File: src/rtl/video_pkg.sv
// video_pkg: shared mode encodings, default luma weights and pipeline latency
package video_pkg;
  typedef enum logic [1:0] {
    MODE_COLOR = 2'b00,
    MODE_GREEN = 2'b01,
    MODE_AMBER = 2'b10,
    MODE_MONO  = 2'b11
  } mode_t;
  localparam int KR_DEF = 54;
  localparam int KG_DEF = 183;
  localparam int KB_DEF = 19;
  localparam int TINT_LATENCY = 3;
endpackage

File: src/rtl/video_luma.sv
// video_luma: two-stage fixed-point RGB to luma (weighted products, rounded sum, clamp)
module video_luma #(
  parameter int IN_W = 6,
  parameter int KR = 54,
  parameter int KG = 183,
  parameter int KB = 19
) (
  input  logic            clk_vga,
  input  logic            rst_n,
  input  logic [IN_W-1:0] r,
  input  logic [IN_W-1:0] g,
  input  logic [IN_W-1:0] b,
  output logic [IN_W-1:0] y
);
  localparam logic [IN_W+7:0] KR_W = (IN_W+8)'(KR);
  localparam logic [IN_W+7:0] KG_W = (IN_W+8)'(KG);
  localparam logic [IN_W+7:0] KB_W = (IN_W+8)'(KB);
  logic [IN_W+7:0] pr, pg, pb;
  logic [IN_W+9:0] sum;
  logic [IN_W+1:0] yr;
  assign sum = {2'b0, pr} + {2'b0, pg} + {2'b0, pb} + (IN_W+10)'(128);
  assign yr  = (IN_W+2)'(sum >> 8);
  // stage 1 multiplies, stage 2 rounds and saturates to the component range
  always_ff @(posedge clk_vga) begin
    if (!rst_n) begin
      pr <= '0;
      pg <= '0;
      pb <= '0;
      y  <= '0;
    end else begin
      pr <= KR_W * (IN_W+8)'(r);
      pg <= KG_W * (IN_W+8)'(g);
      pb <= KB_W * (IN_W+8)'(b);
      y  <= |yr[IN_W+1:IN_W] ? '1 : yr[IN_W-1:0];
    end
  end
endmodule

File: src/rtl/video_tint_pipe.sv
// video_tint_pipe: 3-stage RGB tint/phosphor filter with frame-aligned mode switch; VIDEO_TINT_PIPE_DITHER_EN adds 2x2 Bayer dither
module video_tint_pipe
  import video_pkg::*;
#(
  parameter int   IN_W   = 6,
  parameter int   OUT_W  = 3,
  parameter int   KR     = KR_DEF,
  parameter int   KG     = KG_DEF,
  parameter int   KB     = KB_DEF,
  parameter logic HS_ACT = 1'b0,
  parameter logic VS_ACT = 1'b0
) (
  input  logic             clk_vga,
  input  logic             rst_n,
  input  logic [IN_W-1:0]  r_in,
  input  logic [IN_W-1:0]  g_in,
  input  logic [IN_W-1:0]  b_in,
  input  logic             hsync_in,
  input  logic             vsync_in,
  input  logic             de_in,
  input  logic [1:0]       mode_in,
  output logic [OUT_W-1:0] r_out,
  output logic [OUT_W-1:0] g_out,
  output logic [OUT_W-1:0] b_out,
  output logic             hsync_out,
  output logic             vsync_out,
  output logic             de_out,
  output logic [1:0]       mode_active
);
  logic [IN_W-1:0] r1, g1, b1, r2, g2, b2, y2;
  logic [IN_W-1:0] sr, sg, sb, dr, dg, db;
  logic            hs1, vs1, de1, hs2, vs2, de2;
  logic [1:0]      mode1, mode2;
  logic            vs_edge;
  mode_t           m2;
  assign vs_edge = (vsync_in == VS_ACT) && (vs1 != VS_ACT);
  assign m2      = mode_t'(mode2);
  video_luma #(.IN_W(IN_W), .KR(KR), .KG(KG), .KB(KB)) u_luma (
    .clk_vga (clk_vga),
    .rst_n   (rst_n),
    .r       (r_in),
    .g       (g_in),
    .b       (b_in),
    .y       (y2)
  );
  // colour and timing ride alongside the luma stages; the mode only moves on vsync assertion
  always_ff @(posedge clk_vga) begin
    if (!rst_n) begin
      {r1, g1, b1, r2, g2, b2} <= '0;
      {hs1, hs2} <= {2{~HS_ACT}};
      {vs1, vs2} <= {2{~VS_ACT}};
      {de1, de2} <= '0;
      {mode1, mode2} <= '0;
      mode_active <= MODE_COLOR;
    end else begin
      {r1, g1, b1} <= {r_in, g_in, b_in};
      {r2, g2, b2} <= {r1, g1, b1};
      {hs1, vs1, de1} <= {hsync_in, vsync_in, de_in};
      {hs2, vs2, de2} <= {hs1, vs1, de1};
      mode1 <= mode_active;
      mode2 <= mode1;
      mode_active <= vs_edge ? mode_in : mode_active;
    end
  end
  // per-mode channel routing
  always_comb begin
    sr = m2 == MODE_COLOR ? r2 : m2 == MODE_GREEN ? '0 : y2;
    sg = m2 == MODE_COLOR ? g2 : m2 == MODE_AMBER ? y2 >> 1 : y2;
    sb = m2 == MODE_COLOR ? b2 : m2 == MODE_MONO ? y2 : '0;
  end
`ifdef VIDEO_TINT_PIPE_DITHER_EN
  logic          dx, dy;
  logic [IN_W:0] ofs;
  function automatic logic [IN_W-1:0] sat_add(input logic [IN_W-1:0] v, input logic [IN_W:0] o);
    logic [IN_W:0] s;
    s = {1'b0, v} + o;
    return s[IN_W] ? '1 : s[IN_W-1:0];
  endfunction
  // Bayer position: x flips per active pixel, y flips after each line and restarts at vsync
  always_ff @(posedge clk_vga) begin
    if (!rst_n) begin
      dx <= 1'b0;
      dy <= 1'b0;
    end else begin
      dx <= de2 ? ~dx : 1'b0;
      dy <= (vs2 == VS_ACT && vsync_out != VS_ACT) ? 1'b0 : (de_out && !de2) ? ~dy : dy;
    end
  end
  // add the scaled matrix entry below the kept bits, saturating at full scale
  always_comb begin
    ofs = (IN_W+1)'(dy ? (dx ? 1 : 3) : (dx ? 2 : 0)) << (IN_W - OUT_W - 2);
    dr  = sat_add(sr, ofs);
    dg  = sat_add(sg, ofs);
    db  = sat_add(sb, ofs);
  end
`else
  assign dr = sr;
  assign dg = sg;
  assign db = sb;
`endif
  // output stage: keep the top bits, force black during blanking
  always_ff @(posedge clk_vga) begin
    if (!rst_n) begin
      r_out     <= '0;
      g_out     <= '0;
      b_out     <= '0;
      hsync_out <= ~HS_ACT;
      vsync_out <= ~VS_ACT;
      de_out    <= 1'b0;
    end else begin
      r_out     <= de2 ? OUT_W'(dr >> (IN_W - OUT_W)) : '0;
      g_out     <= de2 ? OUT_W'(dg >> (IN_W - OUT_W)) : '0;
      b_out     <= de2 ? OUT_W'(db >> (IN_W - OUT_W)) : '0;
      hsync_out <= hs2;
      vsync_out <= vs2;
      de_out    <= de2;
    end
  end
endmodule

File: config.mk
export PLATFORM = sky130hd
export DESIGN_NAME = video_tint_pipe
export DESIGN_NICKNAME = d
export VERILOG_FILES = /design/src/rtl/video_pkg.sv /design/src/rtl/video_luma.sv /design/src/rtl/video_tint_pipe.sv
export SDC_FILE = /design/constraint.sdc
export NUM_CORES = 1
export LEC_CHECK = 0
export CAP_MARGIN = 20
export CORE_UTILIZATION = 55
export DETAILED_ROUTE_END_ITERATION = 10
export PLACE_DENSITY = 0.85
export RECOVER_POWER = 50
export SETUP_SLACK_MARGIN = 0.4
export SLEW_MARGIN = 20
export SYNTH_ARGS = -nofsm -noshare
export SYNTH_HDL_FRONTEND = slang
export SYNTH_SLANG_ARGS = --single-unit
File: constraint.sdc
create_clock -name clk_vga -period 4.14 [get_ports clk_vga]
set_input_delay 0.414 -clock clk_vga [delete_from_list [all_inputs] [get_ports clk_vga]]
set_output_delay 0.414 -clock clk_vga [all_outputs]
set_load 0.01 [all_outputs]
---- Word level (Yosys, flattened, before mapping) ----
Index checks and enable logic that the tools add are counted.
storage, ports and cells
  register bits ........................... 108
operators by class
  add/subtract/negate cells ............... 3
  $mul .................................... 3
  eq/ne operators ......................... 3
  multiplexer cells ....................... 7
  bitwise operators ....................... 1
  reductions and logical operators ........ 4
operator list
  kind                     count
  $mux W6                  7
  $mul A5 B6 Y11 const A   2
  $add A16 B14 Y16         1
  $add A16 B8 Y16 const B  1
  $add A14 B14 Y15         1
  $mul A8 B6 Y14 const A   1
  $eq A2 B2 Y1 const B     2
  $eq A2 B1 Y1 const B     1
  $logic_not A2 Y1         1
  $reduce_and A2 Y1        1
  $reduce_or A2 Y1         1
  $logic_and A1 B1 Y1      1
  $not A1 Y1               1

---- Logic depth before layout (Yosys ltp) ----
  word-level depth ........................ 5
  depth in mapped cells ................... 16
  depth with buffers taken out ............ 16

---- Hierarchy ----
A second synthesis with hierarchy kept.
unflattened totals
  cells, all modules ...................... 509
  area total of the unflattened synthesis .. 5159.9 um2
by module, submodules not included
  module           instances  cells each  area each (um2)  seq. area each (um2)
  video_luma       1          401         3896.2           840.8
  video_tint_pipe  1          108         1263.7           840.8

---- Worst setup path after synthesis ----
No wires, ideal clock.
  kind .................................... input to register
  start point ............................. input g_in[3]
  end point ............................... register u_luma.pg[13]
  arrival time ............................ 3545 ps
  required time ........................... 4025 ps
  slack ................................... 480 ps
  stages on the path ...................... 13
  cells stage by stage .................... fa_1 -> inv_1 -> fa_1 -> fa_1 -> inv_1 -> ha_1 -> a21o_1 -> a21oi_2 -> o21bai_1 -> a2111o_1 -> a41oi_2 -> xnor2_1 -> and2_1
on the way
  cells in the longest elaborated chain, start to end .. 1
RTL lines
  what                    RTL line               text
  start: declaration      video_tint_pipe.sv:16  input logic [IN_W-1:0] g_in,
  $mul A8 B6 Y14          video_luma.sv:32       pg <= KG_W * (IN_W+8)'(g);
  end signal: assignment  video_luma.sv:32
  end: declaration        video_luma.sv:18       logic [IN_W+7:0] pr, pg, pb;
Every way passes these cells.
A chain may end at the register's enable or synchronous reset.

==> flow_summary.toml <==
[cells_and_area]
drive_gt1_share_pct = 10.4
fin_nets = 722
final_cells = 693
synthToLayoutAreaGrowth_pct = 19.4
antenna_cells = 0

[setup_path]
start_kind = "flip-flop"
cp_data_required_time_ns = 4.39
crit_path_top_delay_cell = "or3b_4"
crit_buf_inv = 2
path_common_cell = "ha_1"
path_delay_family = "simple AND/OR/NAND/NOR gates"
timing_worst_setup_path_type = "flip-flop to flip-flop"
critical_path.max_stage_delay_ns = 0.43
worst_setup_path_end_kind = "flip-flop"
crit_fanout = 7
worstPathCellList = "ha_4, fa_2, a211oi_4, buf_4, o21bai_2, a21oi_2, xor2_1, ha_1, inv_1, ha_1, and2_4, and4_4, nand4_1, o2111ai_4, or3b_4, o2111a_1"
arrival_ns = 4.00

[synthesis]
ys_warn_count = 0
synth_nets = 669
netlist_area_um2 = 5160
ys.flop_type = "dfxtp_1"
synth.avg_cell_area_um2 = 9.80
synth-seq-cells = 81
synth_seq_area_share_pct = 31.4
synthArstFlopShare_pct = 0
synth_edf_count = 0
synthCells = 527
ys_types = 50

[drt]
dr.pass1.iters = 4
remaining_drc_errors = 0
ant_nets = 0
vias = 3780
via_per_inst = 5.45
detail_route.wirelength_um = 10400
drt-initial-drc-count = 113
wl_per_cell_um = 14.9

[die]
die_h_um = 98.9
core.rowCount = 34
ios = 39
core_area_um2 = 8890
die_width_um = 98.9
die_area_um2 = 9780
initial_core_util_pct = 58.1

[clocking]
cts_tree = "yes"
clk_latency_ns = 0.37
hold_buffers = 0
clockBufferDepth = 2
root_buffer = "clkbuf_8"
cts-buffers-inserted = 9
clk_pin_slew_ns = 0.10
htreeDepth = 3
clock_sinks = 81

[placed_design]
dp_hpwl_um = 7300
port_buffers = 38
placed_cells = 666
place.gp.congestion = 0.869

[power]
peakVddDrop_mv = 0.254
power.density_nw_per_um2 = 533
seqPwrFrac_pct = 28.7
intPower_mw = 2.05
p_sw_mw = 1.23
pwr-share-clk_pct = 20.2
total_power_mw = 3.28
swShare_pct = 37.4
power_frac_comb_pct = 51.1
cellLeakagePower_nw = 2.97

[global_route]
antenna_found_initial = 0
grt_max_degree = 74
grt_pass1_wl_um = 16500
grt-ovfl-total = 0
grt_usage_pct = 21.3
grt_pass1_vias = 3793

[timing]
fmax_mhz = 267
finalClockSkew_ns = 0.0164
hold_viol = 0
fin_hold_ws_ns = 0.414
slew_headroom_pct = -61.8
rsz0062_at_grt = "yes"
finalCritPeriodShare_pct = 90.6
finalSetupViolations = 0
tightest_slew_ns = 2.43
finalMaxSlewViolations = 74
fin_crit_ns = 3.75

[worst_hold_path]
hold_class = "flip-flop to flip-flop"

[outcome]
violations = "max-capacitance violations, max-slew violations"
status = "finished, violations left"

[flow_run]
max-cap-violations = 1
[power groups by stage]
stage          clock network [mW]  logic, mW  registers [mW]
3_5_place_dp                    0       1.33           0.956
2_1_floorplan                   0       1.05           0.932
3_3_place_gp                    0       1.25           0.954
6_report                    0.664       1.68           0.941
4_1_cts                     0.667       1.53           0.938
5_1_grt                     0.699       1.86           0.950
[layout by cell type, fill, tap and decap left out, types with 3 or more instances in the layout]
cell and count:
clkdlybuf4s50_1 31, clkbuf_8 9, nand3_1 6, nor2b_1 9
a22oi_1 5, ha_1 89, buf_4 16, dlymetal6s2s_1 5
nand2b_1 9, and2_0 19, nor2_1 19, a21oi_1 25
o21bai_1 8, mux2i_1 8, nand2_1 17, fa_1 19
xor2_1 8, nor3_1 9, nand4_1 3, a21oi_2 4
inv_6 3, ha_4 7, o21ai_0 6, and2_1 33
xnor2_1 18, inv_1 62, a31oi_1 3, dfxtp_1 80
a21o_1 10
[per-stage QoR]
step / setup TNS [ns] / setup WS [ns] / cell area [um2] / utilization (%)
global route: 0 / 0.262 / 6160 / 69.3
global placement: -0.0371 / -0.0371 / 5670 / 63.7
floorplan: 0 / 0.480 / 5160 / -
finish: 0 / 0.391 / 6160 / 69.3
CTS: 0 / 0.402 / 6030 / 67.8
detailed placement: -0.203 / -0.149 / 5670 / 63.7
[kinds of logic (layout without fill, tap and decap cells)]
group / count (synthesis) / after routing / synth area share [%]
compound gates: 83 / 83 / 11.1
simple gates: 137 / 137 / 14.7
fa+ha+maj: 117 / 117 / 31.4
xor+xnor: 26 / 26 / 4.41
flops: 81 / 81 / 31.4
buf+inv: 75 / 133 / 5.45
mux: 8 / 8 / 1.55
[timing repair]
| action | CTS | global route |
|---|---|---|
| buffers inserted | 6 | 5 |
| pin swaps | 10 | 21 |
| resized for setup | 14 | 21 |
| endpoints found under the setup margin | 6 | 7 |
[registers in the layout, summed over array words and instances (netlist names), 2 cells and up]
signal,flops
b1,4
b2,3
b_out,3
g1,4
g2,3
g_out,3
m2,2
mode1,2
mode_active,2
r1,4
r2,3
r_out,3
u_luma.pb,10
u_luma.pg,13
u_luma.pr,10
u_luma.y,3
[worst reg2reg max path, stage by stage, from the launching register on]
cell and delay [ns]:
dfxtp_2 0.35, ha_4 0.16, fa_2 0.37, a211oi_4 0.29
buf_4 0.16, o21bai_2 0.09, a21oi_2 0.19, xor2_1 0.18
ha_1 0.16, inv_1 0.04, ha_1 0.27, and2_4 0.16
and4_4 0.24, nand4_1 0.14, o2111ai_4 0.16, or3b_4 0.43
o2111a_1 0.23
[cells in the mapped netlist (4+ instances only)]
cell      number  area, um2
ha_1          96       1200
dfxtp_1       81       1620
inv_1         63        236
and2_1        52        325
a21oi_1       28        140
fa_1          21        420
nor2_1        19       71.3
nand2_1       18       67.6
xnor2_1       18        158
clkbuf_1      11       41.3
a21o_1        10       75.1
nand2b_1       9       56.3
nor2b_1        9       56.3
nor3_1         9       45.0
o21bai_1       9       67.6
mux2i_1        8       80.1
xor2_1         8       70.1
nand3_1        6       30.0
o21ai_0        6       30.0
a22oi_1        5       37.5
a211oi_1       4       30.0
[cell type report]
cell class / count / area, um2
clock buffer: 9 / 124
clock inverter: 7 / 106
fill: 652 / 2730
inverter: 63 / 236
multi-input combinational: 371 / 3430
sequential: 81 / 1620
tap: 108 / 135
timing repair buffer: 54 / 505
[routing by layer]
layer | vias up | share of wire (%) | global-route usage, %
met5 | - | 0 | 0
met4 | 0 | 1.7 | 9.18
met3 | 15 | 2.6 | 3.19
met2 | 75 | 53 | 39.7
met1 | 1807 | 42 | 24.1
li1 | 1883 | - | -
[final timing paths]
kind / startpoint / to / slack (ns) / cells past startpoint
setup / recovery: r1[0] / u_luma.y[4] / 0.39 / 16
hold / removal: hs1 / hs2 / 0.41 / 1
hold reg to reg: hs1 / hs2 / 0.41 / 1
setup reg to reg: r1[0] / u_luma.y[4] / 0.39 / 16
No activity file was read; power rests on OpenSTA's default activity.
